<file path="src/rtl/lsu_store_buffer.sv">
// Byte-enabled word store FIFO in front of a single-port data memory; loads win the port, stores drain in idle cycles.
// Load data returns 1 cycle after acceptance; loads stall on a word-address match with any pending store.
// st_ready drops when full; optional STORE_FWD_EN forwards a full-word youngest match instead of stalling.
module lsu_store_buffer #(
  parameter int DEPTH = 4,
  parameter int PTR_W = 2
) (
  input  logic             clk,
  input  logic             reset,
  input  logic             st_valid,
  output logic             st_ready,
  input  logic [31:0]      st_addr,
  input  logic [31:0]      st_data,
  input  logic [3:0]       st_be,
  input  logic             ld_valid,
  output logic             ld_ready,
  input  logic [31:0]      ld_addr,
  output logic             ld_rvalid,
  output logic [31:0]      ld_rdata,
  output logic [31:0]      mem_addr,
  output logic [31:0]      mem_wdata,
  output logic [3:0]       mem_we,
  input  logic [31:0]      mem_rdata,
  output logic             sb_empty,
  output logic [PTR_W:0]   sb_count
);

  localparam int CNT_W = PTR_W + 1;

  typedef enum logic [1:0] {SB_EMPTY, SB_PARTIAL, SB_FULL} sb_state_e;

  logic [29:0]      addr_q [DEPTH];
  logic [29:0]      addr_d [DEPTH];
  logic [31:0]      data_q [DEPTH];
  logic [31:0]      data_d [DEPTH];
  logic [3:0]       be_q   [DEPTH];
  logic [3:0]       be_d   [DEPTH];
  logic [PTR_W-1:0] head_q, head_d, tail_q, tail_d;
  logic [CNT_W-1:0] count_q, count_d;
  sb_state_e        state_q, state_d;
  logic             ld_rvalid_q, ld_rvalid_d;
  logic [31:0]      ld_rdata_q, ld_rdata_d;

  logic             hazard, ld_acc, mem_rd, drain, push;
  logic             fwd_hit;
  logic [31:0]      fwd_data;
  logic             unused_addr_lsbs;

  assign unused_addr_lsbs = ^{st_addr[1:0], ld_addr[1:0]};

  // Walk entries oldest to youngest so the last match seen is the youngest.
  always_comb begin
    logic [PTR_W-1:0] idx;
    logic [3:0]       young_be;
    hazard   = 1'b0;
    young_be = 4'h0;
    fwd_data = 32'h0;
    idx      = head_q;
    for (int k = 0; k < DEPTH; k++) begin
      idx = head_q + PTR_W'(k);
      if ((CNT_W'(k) < count_q) && (addr_q[idx] == ld_addr[31:2])) begin
        hazard   = 1'b1;
        young_be = be_q[idx];
        fwd_data = data_q[idx];
      end
    end
`ifdef STORE_FWD_EN
    fwd_hit = hazard && (young_be == 4'hF);
`else
    fwd_hit = 1'b0;
`endif
  end

  assign ld_ready = !hazard || fwd_hit;
  assign ld_acc   = ld_valid && ld_ready;
  assign mem_rd   = ld_acc && !hazard;
  assign drain    = !reset && (count_q != '0) && !mem_rd;
  assign st_ready = (state_q != SB_FULL);
  assign push     = st_valid && st_ready;

  always_comb begin
    mem_addr  = 32'h0;
    mem_wdata = 32'h0;
    mem_we    = 4'h0;
    if (mem_rd) begin
      mem_addr = {ld_addr[31:2], 2'b00};
    end else if (drain) begin
      mem_addr  = {addr_q[head_q], 2'b00};
      mem_wdata = data_q[head_q];
      mem_we    = be_q[head_q];
    end
  end

  always_comb begin
    addr_d  = addr_q;
    data_d  = data_q;
    be_d    = be_q;
    head_d  = head_q;
    tail_d  = tail_q;
    count_d = count_q + CNT_W'(push) - CNT_W'(drain);
    if (push) begin
      addr_d[tail_q] = st_addr[31:2];
      data_d[tail_q] = st_data;
      be_d[tail_q]   = st_be;
      tail_d         = tail_q + 1'b1;
    end
    if (drain) begin
      head_d = head_q + 1'b1;
    end
  end

  always_comb begin
    state_d = SB_PARTIAL;
    if (count_d == '0) begin
      state_d = SB_EMPTY;
    end else if (count_d == CNT_W'(DEPTH)) begin
      state_d = SB_FULL;
    end
  end

  always_comb begin
    ld_rvalid_d = ld_acc;
    ld_rdata_d  = ld_rdata_q;
    if (ld_acc) begin
      ld_rdata_d = fwd_hit ? fwd_data : mem_rdata;
    end
  end

  always_ff @(posedge clk) begin
    if (reset) begin
      head_q      <= '0;
      tail_q      <= '0;
      count_q     <= '0;
      state_q     <= SB_EMPTY;
      ld_rvalid_q <= 1'b0;
      ld_rdata_q  <= 32'h0;
    end else begin
      head_q      <= head_d;
      tail_q      <= tail_d;
      count_q     <= count_d;
      state_q     <= state_d;
      ld_rvalid_q <= ld_rvalid_d;
      ld_rdata_q  <= ld_rdata_d;
    end
  end

  // Payload needs no reset: occupancy is defined by the pointers alone.
  always_ff @(posedge clk) begin
    addr_q <= addr_d;
    data_q <= data_d;
    be_q   <= be_d;
  end

  assign ld_rvalid = ld_rvalid_q;
  assign ld_rdata  = ld_rdata_q;
  assign sb_empty  = (state_q == SB_EMPTY);
  assign sb_count  = count_q;

endmodule

</file>
<file path="config.mk">
export PLATFORM = sky130hd
export DESIGN_NAME = lsu_store_buffer
export DESIGN_NICKNAME = d
export VERILOG_FILES = /design/src/rtl/lsu_store_buffer.sv
export SDC_FILE = /design/constraint.sdc
export NUM_CORES = 1
export LEC_CHECK = 0
export CORE_MARGIN = 1
export CORE_UTILIZATION = 55
export CTS_CLUSTER_DIAMETER = 100
export DETAILED_ROUTE_END_ITERATION = 8
export PLACE_DENSITY = 0.82
export SLEW_MARGIN = 30
export SYNTH_ARGS = -nofsm -noshare
export SYNTH_HDL_FRONTEND = slang
export SYNTH_SLANG_ARGS = --single-unit
</file>
<file path="constraint.sdc">
create_clock -name clk -period 5.8 [get_ports clk]
set_input_delay 1.16 -clock clk [delete_from_list [all_inputs] [get_ports clk]]
set_output_delay 1.16 -clock clk [all_outputs]
set_load 0.005 [all_outputs]
</file>
==> key figures <==
Layout
  • Commonest non-fill, non-tap cells in the layout: edfxtp_1 (264), clkdlybuf4s50_1 (229), mux2i_1 (118), mux4_2 (89), xnor2_1 (81)
  • Final Util: 0.7109
  • Layout cells sized above 1: 0.1932
  • Multi-input gate area: 0.006566 mm2
  • Synth-to-layout area growth: 25.61%
  • Commonest non-fill, non-tap cell in the layout: edfxtp_1
  • Fill count: about 1800
  • # nets final: around 1500
  • Area of all sequential standard cells: 0.008776 mm2

STA
  • F_max: 174.5 MHz
  • Crit path time final: about 5.7 ns
  • Slew HR: 0.4611
  • # setup viols final: 0
  • Final hold viol count: 0
  • Max Transition Viols Final: 0
  • RSZ-0062 raised after global routing: no
  • Setup TNS: 0 ns
  • Actual slew at the worst max-slew pin: 0.8083 ns
  • Worst Skew: ~0.015 ns
  • Final period util: 0.9881

Power
  • Max VDD drop: around 0.32 mV
  • Leak: 6.918 nW
  • Pwr/cell area: 376.8 mW/mm2

Die
  • Initial Util: 0.5660
  • IO Count: 243
  • Core Box Area: 0.02816 mm2
  • Chip width: 172.2 um
  • # rows: around 60
  • Full die area: 0.02966 mm2
  • Die Span Y: around 170 um

Clock tree
  • Hold buffers post-CTS: 0
  • Max H-tree Level: 1
  • Clock Latency Late Sink: 0.55 ns
  • CTS root buf: clkbuf_16
  • Reg clk slew, reported paths: about 0.06 ns
  • CTS tree: yes
  • Clock buffer depth: 3
  • Number of buffers created by CTS: 30
  • CTS Sinks: between 300 and 400

Routing
  • Metal2 WL: 21530 um
  • Initial DRC Count: 1065
  • Wirelength, routed: 43750 um
  • Pre-antenna DRT Iters: 6
  • Via count of the routed design: 10800
  • Vias/cell: 6.126
  • DR top layer: met5
  • Routed length on met3: 4147 um
  • Drt wl/cell: 24.82 um
  • Drt drc: 0
  • Post-DRT Antenna Nets: 0
  • DRT met1 WL: 16730 um

Worst setup path
  • Crit-path max FO: 37
  • CP max-delay cell: clkdlybuf4s50_1
  • Setup crit start kind: primary input
  • Crit path top cell by count: clkdlybuf4s50_1
  • CP Class: primary input to output pin
  • Worst EP required: 4.64 ns
  • CP peak stage delay: 0.63 ns
  • Critical Path AT: 4.57 ns
  • Crit. End Element: output pin
  • Delay-heaviest family, CP: simple AND/OR/NAND/NOR gates
  • Buf+Inv Stages, Crit Path: 3
  • Crit path cell chain: clkdlybuf4s50_1 > xnor2_1 > nor4_2 > a21oi_1 > or4b_1 > o22ai_2 > or4b_4 > buf_12 > and3_1 > clkdlybuf4s50_1

Yosys
  • Distinct cells, synth: 74
  • EDFF count, synth: 264
  • Top_reg_cell synth: edfxtp_1
  • Synth warn: 0
  • Seq/Total Area, Yosys: 0.5501
  • Synth Register Bits: 306
  • Cells after Synth: 1106
  • Mean Syn Cell Area: 14.41 um2
  • Post-Syn Area: ~0.016 mm2
  • Async SR Flop Fraction: 0

GRT
  • Tot GR Track Use: 0.2954
  • Vias in the first global route: between 10000 and 15000
  • Pin count of the biggest net entering global routing: 48
  • Overflow left after global routing: 0
  • First-pass GRT wire length: 64070 um
  • Initial antenna violation count: 5

Status
  • Outcome: completed

Placed design
  • Gp weighted congestion: 0.9225
  • Port bufs: 236
  • Dpl hpwl: 30470 um

Flow run
  • Max-cap viol count: 0

Hold path
  • Min-delay worst type: flop to flop
routing by layer:
layer | vias to the layer above | global-route usage
met2 | 552 | 0.4942
met1 | 5351 | 0.3746
li1 | 4810 | -
met4 | 4 | 0.09619
met3 | 84 | 0.07805
met5 | - | 0
per-stage QoR:
stage / power [W] / area, um2 / hold WS (ns) / instances / worst slack, ns
after floorplan: 0.004600 / 15940 / 0.4692 / 1107 / 1.206
after global placement: 0.005474 / 18840 / 0.4746 / 1696 / 0.06789
after detailed placement: 0.005529 / 18840 / 0.4850 / 1696 / 0.05104
after CTS: 0.007522 / 19910 / 0.4994 / 1755 / 0.02034
after global routing: 0.007843 / 20020 / 0.5154 / 1761 / 0.01267
final: 0.007545 / 20020 / 0.4901 / 1763 / 0.06895
cell usage after synthesis (4+ instances only):
cell type | number | share of area
edfxtp_1 | 264 | 0.50
mux2i_1 | 119 | 0.075
mux4_2 | 89 | 0.13
xnor2_1 | 83 | 0.046
nand2_1 | 55 | 0.013
nor2_1 | 53 | 0.012
and3_1 | 46 | 0.018
dfxtp_1 | 42 | 0.053
clkbuf_1 | 34 | 0.0080
inv_1 | 27 | 0.0064
o21ai_0 | 15 | 0.0047
buf_4 | 14 | 0.0066
nand4_1 | 14 | 0.0055
a21oi_1 | 13 | 0.0041
buf_6 | 13 | 0.0092
buf_2 | 12 | 0.0038
mux2_2 | 12 | 0.0085
nand3_1 | 12 | 0.0038
nor3_1 | 12 | 0.0038
xor2_1 | 12 | 0.0066
a22oi_1 | 10 | 0.0047
buf_1 | 10 | 0.0024
o21ai_2 | 10 | 0.0055
ha_1 | 8 | 0.0063
mux2_1 | 8 | 0.0057
o211ai_1 | 8 | 0.0038
o221ai_1 | 8 | 0.0044
nand3_2 | 7 | 0.0044
o22ai_1 | 7 | 0.0027
nor4_1 | 6 | 0.0024
o2111ai_1 | 6 | 0.0033
o21ai_1 | 5 | 0.0016
clkbuf_2 | 4 | 0.0013
o31ai_1 | 4 | 0.0019
tightest hold or removal path, stage by stage, from the launching register on:
cell	delay [ns]
dfxtp_1	0.32
mux2i_1	0.07
nor2_1	0.07
path summary, 6_finish.rpt:
kind,startpoint,endpoint,slack (ns),depth (start not counted)
hold / removal,ld_rdata[31],ld_rdata[31],0.49,2
setup reg to reg,head_q[0],state_q[1],0.96,21
setup / recovery,ld_addr[24],mem_wdata[14],0.07,10
hold reg to reg,ld_rdata[31],ld_rdata[31],0.49,2
cell families after synthesis:
family / count (synthesis) / share of synthesized area
adder cells (fa/ha/maj): 9 / 0.007536
other: 1 / 0.0002353
XOR/XNOR: 95 / 0.05220
buffers and inverters: 120 / 0.04208
multiplexers: 231 / 0.2178
flip-flops: 306 / 0.5501
AO/OA/AOI/OAI: 119 / 0.05542
AND/OR/NAND/NOR: 225 / 0.07465
timing repair:
item,in CTS,in global routing
setup endpoints to repair,63,63
buffers inserted,3,4
cloned,0,1
resized for setup,2,14
pin swaps,0,2
final cells by class:
cell class | instances | share of cell area
clock buffer | 35 | 0.03950
tap | 378 | 0.02362
antenna | 3 | 0.0003750
inverter | 29 | 0.005624
clock inverter | 21 | 0.01031
multi-input combinational | 682 | 0.3280
sequential | 306 | 0.4383
timing repair buffer | 309 | 0.1543
flip-flops by register name, indices dropped and copies added, names as in the netlist:
signal / count
data_q: 128
addr_q: 120
ld_rdata: 32
ld_rvalid: 1
head_q: 2
be_q: 16
tail_q: 2
state_q: 2
sb_count: 3
power by group:
group / internal [W] / switching [W] / leakage (nW)
Clock: 0.00115 / 0.000813 / 0.474
Combinational: 0.00135 / 0.00144 / 3.67
Sequential: 0.00268 / 0.000123 / 2.77
Total: 0.00517 / 0.00237 / 6.92
Note: power is estimated with default switching activity, not from simulation.
==> edit 1, RTL diff (same settings) <==
The parameter `DEPTH` goes from 4 to 8.
--- a/src/rtl/lsu_store_buffer.sv
+++ b/src/rtl/lsu_store_buffer.sv
@@ -2,7 +2,7 @@
 // Load data returns 1 cycle after acceptance; loads stall on a word-address match with any pending store.
 // st_ready drops when full; optional STORE_FWD_EN forwards a full-word youngest match instead of stalling.
 module lsu_store_buffer #(
-  parameter int DEPTH = 4,
+  parameter int DEPTH = 8,
   parameter int PTR_W = 2
 ) (
   input  logic             clk,
Function: same outputs for any inputs over 4 cycles, from zero or initial values and one cycle with reset high; that may be too few to reach the edited logic, so the function may still have changed.
==> edit 1 against the unedited design <==
Critical endpoint is now mem_addr[8]; clock power up 4%; global-route usage shrank 1.9 points; setup slack improved by 0.0080 ns; sequential cell count shrank 1; sequential share of layout area is essentially flat; design area decreased by 0.19%; area after synthesis shrank 0.74%; first-iteration DRC count decreased by 12%; wire length down 7.6%; power fell by 11%.
==> edit 1: results (changes against the unedited design) <==
* Clock skew at 0.006133 ns (-0.008399 ns)
* Largest net degree at the start of global routing at 46 (-4.2%)
* Cell types with the highest counts after synthesis: sky130_fd_sc_hd__edfxtp_1 (264), sky130_fd_sc_hd__mux4_2 (116), sky130_fd_sc_hd__xnor2_1 (75)
* Skew-Pair Late Insertion Delay at 0.51 ns (-0.04 ns)
* Total iterations of the first detailed-routing run at 5 (-1)
* Vias in the first global route at 10.56k (-1.9%)
* Max VDD drop at 364.8 µV (+15%)
* Number of CTS-inserted buffers at 34 (+13%)
* Synthesized-area fraction occupied by xor and xnor cells at 6.477% (+1.3 points)
* Ranking of synthesized cells by area: sky130_fd_sc_hd__edfxtp_1 (50%), sky130_fd_sc_hd__mux4_2 (17%), sky130_fd_sc_hd__dfxtp_1 (5.2%), sky130_fd_sc_hd__xnor2_1 (4.2%), sky130_fd_sc_hd__mux2i_1 (3.9%)
* Post-synthesis mux area share at 20.73% (-1.0 points)
* Worst-case register-to-register setup slack at 1.22 ns (+0.26 ns)
* Worst slew margin at 44.94% (-1.2 points)
* Library cell contributing the largest single delay on the critical path: sky130_fd_sc_hd__or4_4
* Half-perimeter wire length of the detailed placement result at 27.94 mm (-8.3%)
* Highest cell delay on the worst timing path at 0.52 ns (-0.11 ns)
* Vias per cell at 6.123 (about the same)
* Outcome: complete, no violations
* Post-synthesis cell type count at 56 (-24%)
* Routed wire length at 40.45 mm (-7.6%)
* Hold_ws at 0.4787 ns (-0.01142 ns)
* Wire length of the first global-routing pass at 60.40 mm (-5.7%)
* Initial antenna violation count at 2 (-3)
* Port bufs at 235 (-0.42%)
* Share of cells above drive strength 1 at 20.54% (+1.2 points)
* Dpl ws at -0.04359 ns (-0.09463 ns)
* Final period demand of the worst path at 5.723 ns (-0.008008 ns)
* # nets final at 1,481 (-1.5%)
* Part of the Yosys area used for sequential elements at 55.29% (+0.28 points)
* Tot GR Track Use at 27.65% (-1.9 points)
* Cell total after placement at 1,666 (-1.8%)
* Cell count after synthesis at 1,093 (-1.2%)
* CTS H-Tree Depth at 2 (+1)
* Synth Area in Adders at 0.9174% (+0.16 points)
* Synth Area in Compound Gates at 5.140% (-0.40 points)
* Leak at 0.006681 µW (-3.4%)
* Iteration-0 DRC Markers at 932 (-12%)
* Final weighted congestion in routability-driven placement at 0.9526 (+3.3%)
* Wirelength per Cell at 23.30 µm (-6.1%)
* Data arrival at the endpoint of the critical path at 4.56 ns (about the same)
* Critical Path Fanout Max at 5 (-86%)
* Number of antenna cells inserted at 0 (-3)
==> edit 1: cell types whose count changed in the layout (fill, tap and decap cells not counted), moves of 9 or more <==
cell,change
sky130_fd_sc_hd__nand3_1,+35
sky130_fd_sc_hd__xor2_1,+30
sky130_fd_sc_hd__and3_1,-27
sky130_fd_sc_hd__inv_1,-13
sky130_fd_sc_hd__o21ai_0,+31
sky130_fd_sc_hd__a22oi_1,-10
sky130_fd_sc_hd__nor2b_1,+32
sky130_fd_sc_hd__nor2_1,-26
sky130_fd_sc_hd__mux4_2,+27
sky130_fd_sc_hd__a21oi_1,+25
sky130_fd_sc_hd__nand2_1,-16
sky130_fd_sc_hd__mux2i_1,-58
sky130_fd_sc_hd__o21ai_2,-9
==> edit 1: worst paths after layout <==
check	cells past startpoint	from	end
setup / recovery	11	ld_addr[24]	mem_addr[8]
hold / removal	2	ld_rdata[16]	ld_rdata[16]
setup reg to reg	20	head_q[0]	state_q[0]
hold reg to reg	2	ld_rdata[16]	ld_rdata[16]
==> edit 1: kinds of logic (layout without fill, tap and decap cells) <==
kind of cell | after synthesis | count (layout)
DFF | 305 | 305
and+or+nand+nor | 226 | 226
muxes | 182 | 182
AOI/OAI and AO/OA | 130 | 130
buffers and inverters | 120 | 384
xor gates and xnor gates | 117 | 117
adders and majority gates | 11 | 11
other | 2 | 3
==> edit 1: routing by layer <==
| layer | share of wire (%) | GRT usage (%) | vias up |
|---|---|---|---|
| met5 | 0.069 | 0 | - |
| met4 | 3.1 | 9.783 | 4 |
| met3 | 10 | 7.156 | 80 |
| met2 | 49 | 45.89 | 491 |
| met1 | 38 | 35.17 | 5346 |
| li1 | - | - | 4708 |
==> edit 1: what timing repair did <==
action / CTS / global route
hold endpoints to repair: 0 / 0
setup buffers: 3 / 7
resized for setup: 6 / 27
hold buffers: 0 / 0
endpoints found under the setup margin: 46 / 66
pin swaps: 0 / 1
==> edit 1: area by class of cell <==
class,count,area (µm²)
fill,1869,8026
sequential,305,8756
clock buffer,46,937.1
timing repair buffer,310,3054
clock inverter,14,112.6
tap,378,473.0
multi-input combinational,669,6599
inverter,14,52.55
==> edit 1: stage by stage <==
stage / util [%] / instance area (µm²)
CTS: 70.74 / 19820
global route: 71.35 / 19980
global placement: 66.77 / 18700
detailed placement: 66.87 / 18730
finish: 71.35 / 19980
floorplan: - / 15830
==> edit 1: power by group <==
group	total (µW)	switching (µW)	internal, µW
clock	2030	839	1190
sequential	2590	78.9	2510
combinational	2130	1020	1110
==> edit 2, RTL diff (config.mk and constraints unchanged) <==
Made on the original files. `ld_rdata_q` no longer has a reset.
--- a/src/rtl/lsu_store_buffer.sv
+++ b/src/rtl/lsu_store_buffer.sv
@@ -133,15 +133,17 @@
       count_q     <= '0;
       state_q     <= SB_EMPTY;
       ld_rvalid_q <= 1'b0;
-      ld_rdata_q  <= 32'h0;
     end else begin
       head_q      <= head_d;
       tail_q      <= tail_d;
       count_q     <= count_d;
       state_q     <= state_d;
       ld_rvalid_q <= ld_rvalid_d;
-      ld_rdata_q  <= ld_rdata_d;
     end
+  end
+
+  always_ff @(posedge clk) begin
+    ld_rdata_q <= ld_rdata_d;
   end
 
   // Payload needs no reset: occupancy is defined by the pointers alone.
Behaviour: not the same (Yosys sat finds a counterexample within 4 cycles, from zero or initial values and one cycle with reset high).
==> edit 2 against the unedited design <==
Design area decreased by 0.39%; sequential cell count stayed put; clock skew is 0.0051 ns lower; area after synthesis decreased by 0.28%; first-iteration DRC count decreased by 12%; power is 7.0% higher; wire length fell by 5.3%; setup slack better by 0.058 ns; critical path type is now flip-flop to output pin; largest cell class unchanged; largest power group is now combinational cells.
==> edit 2: results (changes against the unedited design) <==
* Outcome: complete, no violations
* Part of the Yosys area used for sequential elements at 57.18% (+2.2 points)
* Number of post-CTS setup repair buffers at 0 (-3)
* Share of the final layout cell area in multi-input gates at 31.50% (-1.3 points)
* GR Util met3 at 5.539% (-2.3 points)
* Invs w/o clock at 34 (+17%)
* Multi-input combinational cell count at 630 (-7.6%)
* Storage cell area at 9096 µm² (+3.6%)
* Sequential power at 2890 µW (+3%)
* Skew-Pair Late Insertion Delay at 0.57 ns (+0.02 ns)
* Max VDD drop at 316.2 µV (-0.34%)
* Layout clock buffers at 34 (-2.9%)
* Dpl ws at 0.05893 ns (+0.007888 ns)
* Worst slew margin at 54.04% (+7.9 points)
* Filler Cell Count at 1,884 (+4.0%)
* Met2 wirelength from detailed routing at 20.62 mm (-4.2%)
* Highest cell delay on the worst timing path at 0.49 ns (-0.14 ns)
* Routed wire length at 41.44 mm (-5.3%)
* Data arrival at the endpoint of the critical path at 4.51 ns (-0.06 ns)
* Worst-case register-to-register setup slack at 1.22 ns (+0.26 ns)
* GR Util met1 at 36.50% (-0.96 points)
* Largest delay contributor family on the critical path: buffers and inverters
* Synthesized-area fraction occupied by xor and xnor cells at 5.676% (+0.46 points)
* Cell types with the highest counts after synthesis: sky130_fd_sc_hd__edfxtp_1 (296), sky130_fd_sc_hd__mux2i_1 (101), sky130_fd_sc_hd__mux4_2 (88), sky130_fd_sc_hd__xnor2_1 (88), sky130_fd_sc_hd__nand2_1 (46)
* Post-synthesis mux area share at 21.38% (-0.39 points)
* Clock group total power at 1890 µW (-4%)
* Proportion of cell area spent on the clock network at 4.781% (-0.20 points)
* Total iterations of the first detailed-routing run at 5 (-1)
* Hold_ws at 0.5370 ns (+0.04694 ns)
* Vias per cell at 6.052 (-1.2%)
* Combined buffer and inverter count along the critical path at 4 (+1)
* Hold wc startpoint: tail_q[1]
* Ranking of synthesized cells by area: sky130_fd_sc_hd__edfxtp_1 (56%), sky130_fd_sc_hd__mux4_2 (12%), sky130_fd_sc_hd__mux2i_1 (6.4%), sky130_fd_sc_hd__xnor2_1 (4.8%), sky130_fd_sc_hd__nor2b_1 (1.4%)
* Min-Delay Endpoint: tail_q[1]
* Initial antenna violation count at 0 (-5)
* Leak at 0.006647 µW (-3.9%)
* Wire length of the first global-routing pass at 60.97 mm (-4.8%)
* Sw frac at 32.75% (+1.3 points)
* Reg2reg path depth at 19 (-9.5%)
* Library cell contributing the largest single delay on the critical path: sky130_fd_sc_hd__dfxtp_4
* Number of cells upsized or downsized after cts at 1 (-1)
* Synth Area in Adders at 0.7557% (+0.0021 points)
* Number of synthesized flops with an enable pin at 296 (+12%)
* Half-perimeter wire length of the detailed placement result at 29.15 mm (-4.4%)
* # nets final at 1,451 (-3.5%)
* Post-synthesis cell type count at 68 (-8.1%)
* Sum of met3 wire segment lengths after detailed routing at 3.270 mm (-21%)
* Top layer in use: met4
* Wirelength per Cell at 24.29 µm (-2.1%)
* Critical Path Fanout Max at 39 (+5.4%)
-- edit 2: cell count changes after synthesis, sizes merged, moves of 12 or more --
| cell | change |
|---|---|
| mux2i | -17 |
| and3 | -33 |
| edfxtp | +32 |
| nor2 | -24 |
| clkbuf | -12 |
| dfxtp | -32 |
| o21ai | -19 |
| nor2b | +36 |
-- edit 2: worst max-delay path by stage --
stage	to	depth (start not counted)	slack, ns	start
3_3_place_gp	mem_addr[16]	11	0.11	ld_addr[13]
4_1_cts	mem_addr[16]	11	0.03	head_q[0]
2_1_floorplan	state_q[1]	19	1.31	ld_addr[15]
6_report	mem_addr[10]	12	0.13	head_q[0]
3_5_place_dp	mem_addr[16]	11	0.06	ld_addr[10]
5_1_grt	mem_addr[27]	12	-0.004	head_q[0]
-- edit 2: through the flow --
step / area [µm²] / power, µW
2_1_floorplan: 15900 / 5072
3_3_place_gp: 18880 / 6069
3_5_place_dp: 18880 / 6121
4_1_cts: 19840 / 8022
5_1_grt: 19940 / 8408
6_report: 19940 / 8069
